==> src/rtl/addsub_result_buffer.sv <==
// -----------------------------------------------------------------------------
// addsub_result_buffer
//
// Capture stage behind the 4-bit adder/subtractor. The buffer accepts each word
// that arrives with in_valid while it has space. It decorates the word with ALU
// flags {M,Z,N,V,C} and queues it in a DEPTH-entry first-word-fall-through FIFO.
// A consumer drains the FIFO over a valid/ready handshake.
//
// Two registers give software-visible overflow status:
//   - sticky_v  : set by any accepted word that has V=1.
//   - ovf_count : counts accepted words that have V=1, and saturates.
// clr clears both. clr does not touch the FIFO.
//
// Ports
//   clk, rst_n                 clock, asynchronous active-low reset
//   in_valid / in_ready        producer handshake (in_ready = !full)
//   in_result, in_v,           producer word: result, signed overflow,
//   in_c_out, in_m             raw carry out, operation (0=add, 1=sub)
//   out_valid / out_ready      consumer handshake (out_valid = !empty)
//   out_result, out_flags      head entry, or 0 when the FIFO is empty
//   clr                        synchronous clear of sticky_v / ovf_count
//   sticky_v, ovf_count        overflow status
//   count                      number of entries held (0..DEPTH)
// -----------------------------------------------------------------------------
module addsub_result_buffer #(
    parameter int DEPTH = 4,
    parameter int CNT_W = 8
) (
    input  logic                     clk,
    input  logic                     rst_n,
    input  logic                     in_valid,
    output logic                     in_ready,
    input  logic [3:0]               in_result,
    input  logic                     in_v,
    input  logic                     in_c_out,
    input  logic                     in_m,
    output logic                     out_valid,
    input  logic                     out_ready,
    output logic [3:0]               out_result,
    output logic [4:0]               out_flags,
    input  logic                     clr,
    output logic                     sticky_v,
    output logic [CNT_W-1:0]         ovf_count,
    output logic [$clog2(DEPTH):0]   count
);

    localparam int PTR_W = $clog2(DEPTH);
    localparam logic [PTR_W:0] FULL_COUNT = (PTR_W + 1)'(DEPTH);

    // Each stored word is {result[3:0], flags[4:0]}
    logic [8:0]       mem [DEPTH];

    logic [PTR_W-1:0] wr_ptr_reg;
    logic [PTR_W-1:0] rd_ptr_reg;
    logic [PTR_W:0]   count_reg;
    logic             sticky_reg;
    logic [CNT_W-1:0] ovf_reg;

    logic             push;
    logic             pop;
    logic [4:0]       push_flags;
    logic [8:0]       push_word;
    logic [8:0]       head_word;
    logic             push_ovf;

    // The handshake uses only the registered count, so out_ready has no
    // combinational path to in_ready.
    assign in_ready  = (count_reg != FULL_COUNT);
    assign out_valid = (count_reg != '0);

    assign push = in_valid & in_ready;
    assign pop  = out_valid & out_ready;

    // Flags {M,Z,N,V,C}. C is passed through raw: for a subtract, C=1 means
    // no borrow.
    assign push_flags = {in_m, (in_result == 4'h0), in_result[3], in_v, in_c_out};
    assign push_word  = {in_result, push_flags};
    assign push_ovf   = push & in_v;

    // Storage has no reset. Contents are don't-care until count marks them
    // valid.
    always_ff @(posedge clk) begin
        if (push) begin
            mem[wr_ptr_reg] <= push_word;
        end
    end

    // First-word-fall-through head. The outputs are forced to 0 while empty.
    assign head_word  = mem[rd_ptr_reg];
    assign out_result = out_valid ? head_word[8:5] : 4'h0;
    assign out_flags  = out_valid ? head_word[4:0] : 5'h00;

    // Pointers wrap naturally because DEPTH is a power of two.
    always_ff @(posedge clk or negedge rst_n) begin
        if (!rst_n) begin
            wr_ptr_reg <= '0;
            rd_ptr_reg <= '0;
            count_reg  <= '0;
        end else begin
            if (push) begin
                wr_ptr_reg <= wr_ptr_reg + 1'b1;
            end
            if (pop) begin
                rd_ptr_reg <= rd_ptr_reg + 1'b1;
            end
            case ({push, pop})
                2'b10:   count_reg <= count_reg + 1'b1;
                2'b01:   count_reg <= count_reg - 1'b1;
                default: count_reg <= count_reg;
            endcase
        end
    end

    // When clr arrives in the same cycle as an overflowing push, the push is
    // the first event after the clear. That leaves the count at 1, not 0.
    always_ff @(posedge clk or negedge rst_n) begin
        if (!rst_n) begin
            sticky_reg <= 1'b0;
            ovf_reg    <= '0;
        end else if (clr) begin
            sticky_reg <= push_ovf;
            ovf_reg    <= push_ovf ? CNT_W'(1) : '0;
        end else if (push_ovf) begin
            sticky_reg <= 1'b1;
            if (ovf_reg != '1) begin
                ovf_reg <= ovf_reg + 1'b1;
            end
        end
    end

    assign sticky_v  = sticky_reg;
    assign ovf_count = ovf_reg;
    assign count     = count_reg;

endmodule

==> config.mk <==
export PLATFORM = sky130hd
export DESIGN_NAME = addsub_result_buffer
export DESIGN_NICKNAME = d
export VERILOG_FILES = /design/src/rtl/addsub_result_buffer.sv
export SDC_FILE = /design/constraint.sdc
export NUM_CORES = 1
export LEC_CHECK = 0
export CORE_AREA = 2 2 71 73
export CTS_BUF_LIST = sky130_fd_sc_hd__clkbuf_16
export CTS_CLUSTER_DIAMETER = 80
export DETAILED_ROUTE_END_ITERATION = 6
export DIE_AREA = 0 0 73 75
export GPL_ROUTABILITY_DRIVEN = 0
export PLACE_DENSITY_LB_ADDON = 0.12
export SLEW_MARGIN = 20
export SYNTH_ARGS = -nofsm -noshare
export SYNTH_HDL_FRONTEND = slang
export SYNTH_SLANG_ARGS = --single-unit
==> constraint.sdc <==
create_clock -name clk -period 2.35 [get_ports clk]
set_clock_uncertainty 0.1 [all_clocks]
set_input_delay 0.235 -clock clk [delete_from_list [all_inputs] [get_ports clk]]
set_output_delay 0.235 -clock clk [all_outputs]
set_load 0.01 [all_outputs]
Word-level counts from Yosys, hierarchy flattened
Memories as Yosys holds them, arrays and structs flattened.
Index checks and enable logic that the tools add are counted.
- mux-type cells: 11
- shift-type cells: 0
- $mul: 0
- bitwise operators: 3
- order comparisons: 0
- divide/modulo/power cells: 0
- equal/unequal tests: 4
- reduce and logical (&&, ||, !) cells: 6
- add/subtract/negate cells: 5
- operator list (kind ; number):
    8-bit 2-to-1 mux ; 3
    8-bit by 1-bit adder with 8-bit output (second input constant) ; 1
    8-bit inequality test (second input constant) ; 1
    3-bit case mux with 2 select lines ; 1
    2-bit nonzero test ; 3
    1-bit 2-to-1 mux ; 5
    5-bit 2-to-1 mux ; 1
    2-bit by 1-bit adder with 2-bit output (second input constant) ; 2
    4-bit logical NOT ; 1
    4-bit 2-to-1 mux ; 1
    3-bit by 1-bit adder with 3-bit output (second input constant) ; 1
    1-bit bitwise AND ; 3
    3-bit inequality test (second input constant) ; 1
    3-bit nonzero test ; 1
    3-bit by 1-bit subtractor with 3-bit output (second input constant) ; 1
    2-bit by 1-bit equality test with 1-bit output (second input constant) ; 1
    2-bit equality test (second input constant) ; 1
    2-bit AND reduction ; 1
- flip-flop bits (word level): 16
- memories: 1
- memory bits (writable): 36
- input port bits: 12
- memory bits (read-only): 0
- latch bits: 0
- word-level logic and storage cells: 35
- output and inout bits: 23
- memory list (name ; depth ; width ; rd ports ; clocked after Yosys merged registers in ; write ports ; line ; source):
    mem ; 4 ; 9 ; 1 ; 0 ; 1 ; 51 ; logic [8:0] mem [DEPTH];

Longest topological paths before layout
- word-level depth: 5
- depth in mapped cells: 10
- gate-level depth less buffers: 10

Worst setup path before layout
Ideal clock, no wire load.
- path kind: register to register
- start: register count_reg[0], in the netlist count[0]
- end: register count_reg[2], in the netlist count[2]
- setup time: 79 ps
- period minus slack after synthesis: 2302 ps
- cell stages (with the launch flop): 11
- required time: 2171 ps
- data arrival time: 2123 ps
- path buffers: 0
- setup slack: 48 ps
- path through: dfrtp_1 > nor3b_2 > inv_2 > and2_4 > inv_1 > ha_1 > inv_1 > fa_1 > xor2_1 > nor2_1 > xor2_1
- longest elaborated chain between the ends: 4
- elaborated cells between the ends (all ways): 10
- classes of those cells: 2 x add/sub; 3 x eq/ne; 1 x mux; 2 x bitwise; 2 x reduce/logical
- ends and longest elaborated chain (element ; line ; source):
    start: declaration ; 55 ; logic [PTR_W:0] count_reg;
    start signal: assignment ; 107 ; 2'b10: count_reg <= count_reg + 1'b1;
    start signal: assignment ; 108 ; 2'b01: count_reg <= count_reg - 1'b1;
    start signal: assignment ; 109 ; default: count_reg <= count_reg;
    3-bit inequality test * ; 68 ; assign in_ready = (count_reg != FULL_COUNT);
    net in_ready ; 32 ; output logic in_ready,
    1-bit bitwise AND * ; 71 ; assign push = in_valid & in_ready;
    2-bit by 1-bit equality test with 1-bit output or 2-bit equality test (tied branches) ; 106 ; case ({push, pop})
    3-bit case mux with 2 select lines or 2-bit nonzero test (tied branches) ; -- ;
Mark *: on every way through the listed nets, which the timed path passes. The rest lies on a longest branch.
A chain may end at the register's enable or synchronous reset.

Worst setup path in the final report
- start: register rd_ptr_reg[0]
- end: output out_result[2]
- longest elaborated chain between the ends: 2
- ends and longest elaborated chain (element ; line ; source):
    start: declaration ; 54 ; logic [PTR_W-1:0] rd_ptr_reg;
    start signal: assignment ; 104 ; rd_ptr_reg <= rd_ptr_reg + 1'b1;
    memory 4 x 9 bit ; -- ;
    4-bit 2-to-1 mux ; 90 ; assign out_result = out_valid ? head_word[8:5] : 4'h0;
    end: declaration ; 39 ; output logic [3:0] out_result,
No other way between the ends.

==> results by group <==
Floorplan
  – Top-Level Pins: 35
  – Die Height: 75 µm
  – Row cnt: 25
  – Initial core utilization: 46.0%
  – Die X: 73 µm
  – Die area: 5480 µm²
  – Placeable Area: 4660 µm²

Power and ir drop
  – Leakage Power: 1.07 nW
  – P per Cell Area: 1130 nW/µm²
  – Part of the power in combinational logic: 38.7%
  – Overall power: 3.06 mW
  – Net Switching: 895 µW
  – Internal power: 2.17 mW
  – Reg power frac: 39.8%
  – Clock share of power: 21.5%
  – Sw Share: 29.2%
  – Worst VDD drop: 0.000506 V

Placement
  – Placed cell count: 231
  – Dpl hpwl: 2810 µm
  – Port Buf Inserts: 34

Timing
  – Final setup fails: 0
  – Fin crit period: 2290 ps
  – Final worst-path cycle share: 97.3%
  – F_max: 437 MHz
  – Slew margin rel.: 48.1%
  – Worst-margin pin slew: 776 ps
  – Slew Limit Fails: 0
  – RSZ-0062 raised after global routing: no
  – Sum Neg Setup Slack: 0 ps
  – Hold Vio Cnt, Final: 0

Run status
  – Status: completed

Final layout
  – Final Non-Filler Cells: 240
  – N_diodes: 0
  – Max reg flops: 32
  – Synth-to-layout area growth: 27.0%
  – Layout net count: 204
  – Share of cells above drive strength 1: 15.6%

Clock tree
  – Hold-fix buffers, CTS: 0
  – Clock-pin slew on the worst setup and hold paths: 60 ps
  – Clk sink count: 48
  – Root Buffer: clkbuf_16
  – CTS tree: built
  – Skew-Pair Late Insertion Delay: 280 ps
  – CTS buffer count: 5
  – CTS max path bufs: 2
  – H-tree depth: 2

Global route
  – Grt ovf: 0
  – Gr usage total: 16.3%
  – First-pass GRT wire length: 6510 µm
  – Initial antenna violation count: 0
  – Largest net degree at the start of global routing: 17
  – Number of global-route vias before repair: 1330

Route
  – WL final: 3980 µm
  – Pre-antenna DRT Iters: 4
  – Drt drc: 0
  – Post-DR wirelength/cell: 16.6 µm
  – Post-route ant nets: 0
  – Mean number of vias per cell: 5.50
  – Vias: 1321
  – Initial DRC count: 63

Synth
  – Post-synth EDFFs: 32
  – Most common cell in the netlist: edfxtp_1
  – Mean instance size in the synthesized netlist: 15.1 µm²
  – Post-synth design cell area: 2140 µm²
  – Synth top area share: 44.9%
  – Async S/R FF share, synth: 33.3%
  – Top cell type by total area after synthesis: edfxtp_1
  – Net Count, Synth: 161
  – Post-Syn Instances: 142
  – Ys flop type: edfxtp_1
  – Seq/Total Area, Yosys: 63.6%
  – Synth area leaders: edfxtp_1 45%, dfrtp_1 19%, mux4_2 8.4%
  – Register bit total from synthesis: 48
  – Post-synth top cells: 32 x edfxtp_1, 16 x dfrtp_1, 9 x and2_1, 9 x inv_1, 8 x mux4_2
  – Yosys warnings: 0
  – Synth cell types: 41

Worst setup path
  – CP Class: reg2out
  – R2r worst-path depth: 10
  – Startpoint Class: flip-flop
  – Critical Path AT: 1950 ps
  – Crit-path max FO: 5
  – Critical Path RT: 2020 ps
  – Crit end category: primary output

Run
  – Maxcap violations: 0

Hold path
  – Hold crit path type: in2async
[final timing paths]
path | slack (ps) | from | end
setup / recovery | 60 | rd_ptr_reg[0] | out_result[2]
hold / removal | 310 | rst_n | wr_ptr_reg[0]
setup reg to reg | 170 | count[0] | count[2]
hold reg to reg | 410 | count[2] | count[2]
max in group asynchronous | 1350 | rst_n | ovf_count[0]
min in group clk | 410 | count[2] | count[2]
[cells in the final DEF (no fill, tap or decap), types with 2 or more instances in the layout]
| cell | instances |
|---|---|
| edfxtp_1 | 32 |
| clkdlybuf4s50_1 | 31 |
| dfrtp_1 | 16 |
| inv_1 | 11 |
| and2_1 | 9 |
| mux4_2 | 8 |
| and3_1 | 7 |
| ha_1 | 6 |
| buf_4 | 6 |
| nor2_1 | 5 |
| clkbuf_16 | 5 |
| nand2_1 | 4 |
| xnor2_1 | 3 |
| nand4_1 | 3 |
| xor2_1 | 3 |
| dlymetal6s2s_1 | 3 |
| and2_4 | 2 |
| mux2i_1 | 2 |
| nand3_1 | 2 |
| nor3_2 | 2 |
| a31oi_1 | 2 |
| a311oi_1 | 2 |
| o21ai_1 | 2 |
[power by group through the flow]
stage / Sequential [mW] / Combinational, mW / Clock [mW]
global route: 1.24 / 1.30 / 0.710
detailed placement: 1.24 / 1.20 / 0
CTS: 1.22 / 1.21 / 0.675
floorplan: 1.19 / 0.707 / 0
global placement: 1.22 / 1.18 / 0
finish: 1.22 / 1.18 / 0.657
[critical path, stage by stage, from the launching register on]
cell	delay (ps)
dfrtp_1	390
buf_6	160
mux4_2	490
and2_1	170
clkdlybuf4s50_1	470
[cells by family (layout without fill, tap and decap cells)]
family / Yosys count / after routing / share of synthesized area [%]
flip-flops: 48 / 48 / 63.6
buffers and inverters: 15 / 59 / 3.21
multiplexers: 10 / 10 / 9.35
XOR/XNOR: 6 / 6 / 2.45
adder cells (fa/ha/maj): 7 / 7 / 4.44
AND/OR/NAND/NOR: 40 / 40 / 11.3
AO/OA/AOI/OAI: 16 / 16 / 5.67
[metal layers]
metal	vias to the layer above	part of all wire [%]	routed length [µm]	GRT usage [%]
met5	-	0	0	0
met3	2	4.5	177	4.95
li1	625	-	-	-
met1	660	44	1770	20.5
met4	0	0.63	25	4.32
met2	34	50	2000	27.5
[what timing repair did]
item | 4_1_cts | 5_1_grt
endpoints found under the setup margin | 0 | 7
resized for setup | 0 | 4
buffers inserted | 0 | 1
[area by class of cell]
| type | instances | area (µm²) |
|---|---|---|
| fillers | 357 | 1940 |
| clock inverters | 3 | 12.5 |
| flip-flops and latches | 48 | 1360 |
| repair buffers | 41 | 404 |
| well taps | 54 | 67.6 |
| multi-input cells | 79 | 712 |
| clock buffers | 5 | 125 |
| inverters | 10 | 37.5 |
[per-stage QoR]
step / area [µm²] / setup slack, ps / utilization [%] / hold WS (ps)
after global placement: 2560 / 223 / 55.0 / 387
after detailed placement: 2560 / 131 / 55.0 / 405
after global routing: 2720 / 7.06 / 58.4 / 369
final: 2720 / 62.5 / 58.4 / 314
after floorplan: 2140 / 47.5 / - / -161
after CTS: 2700 / 3.05 / 58.0 / 334
(Power assumes the default switching activity.)
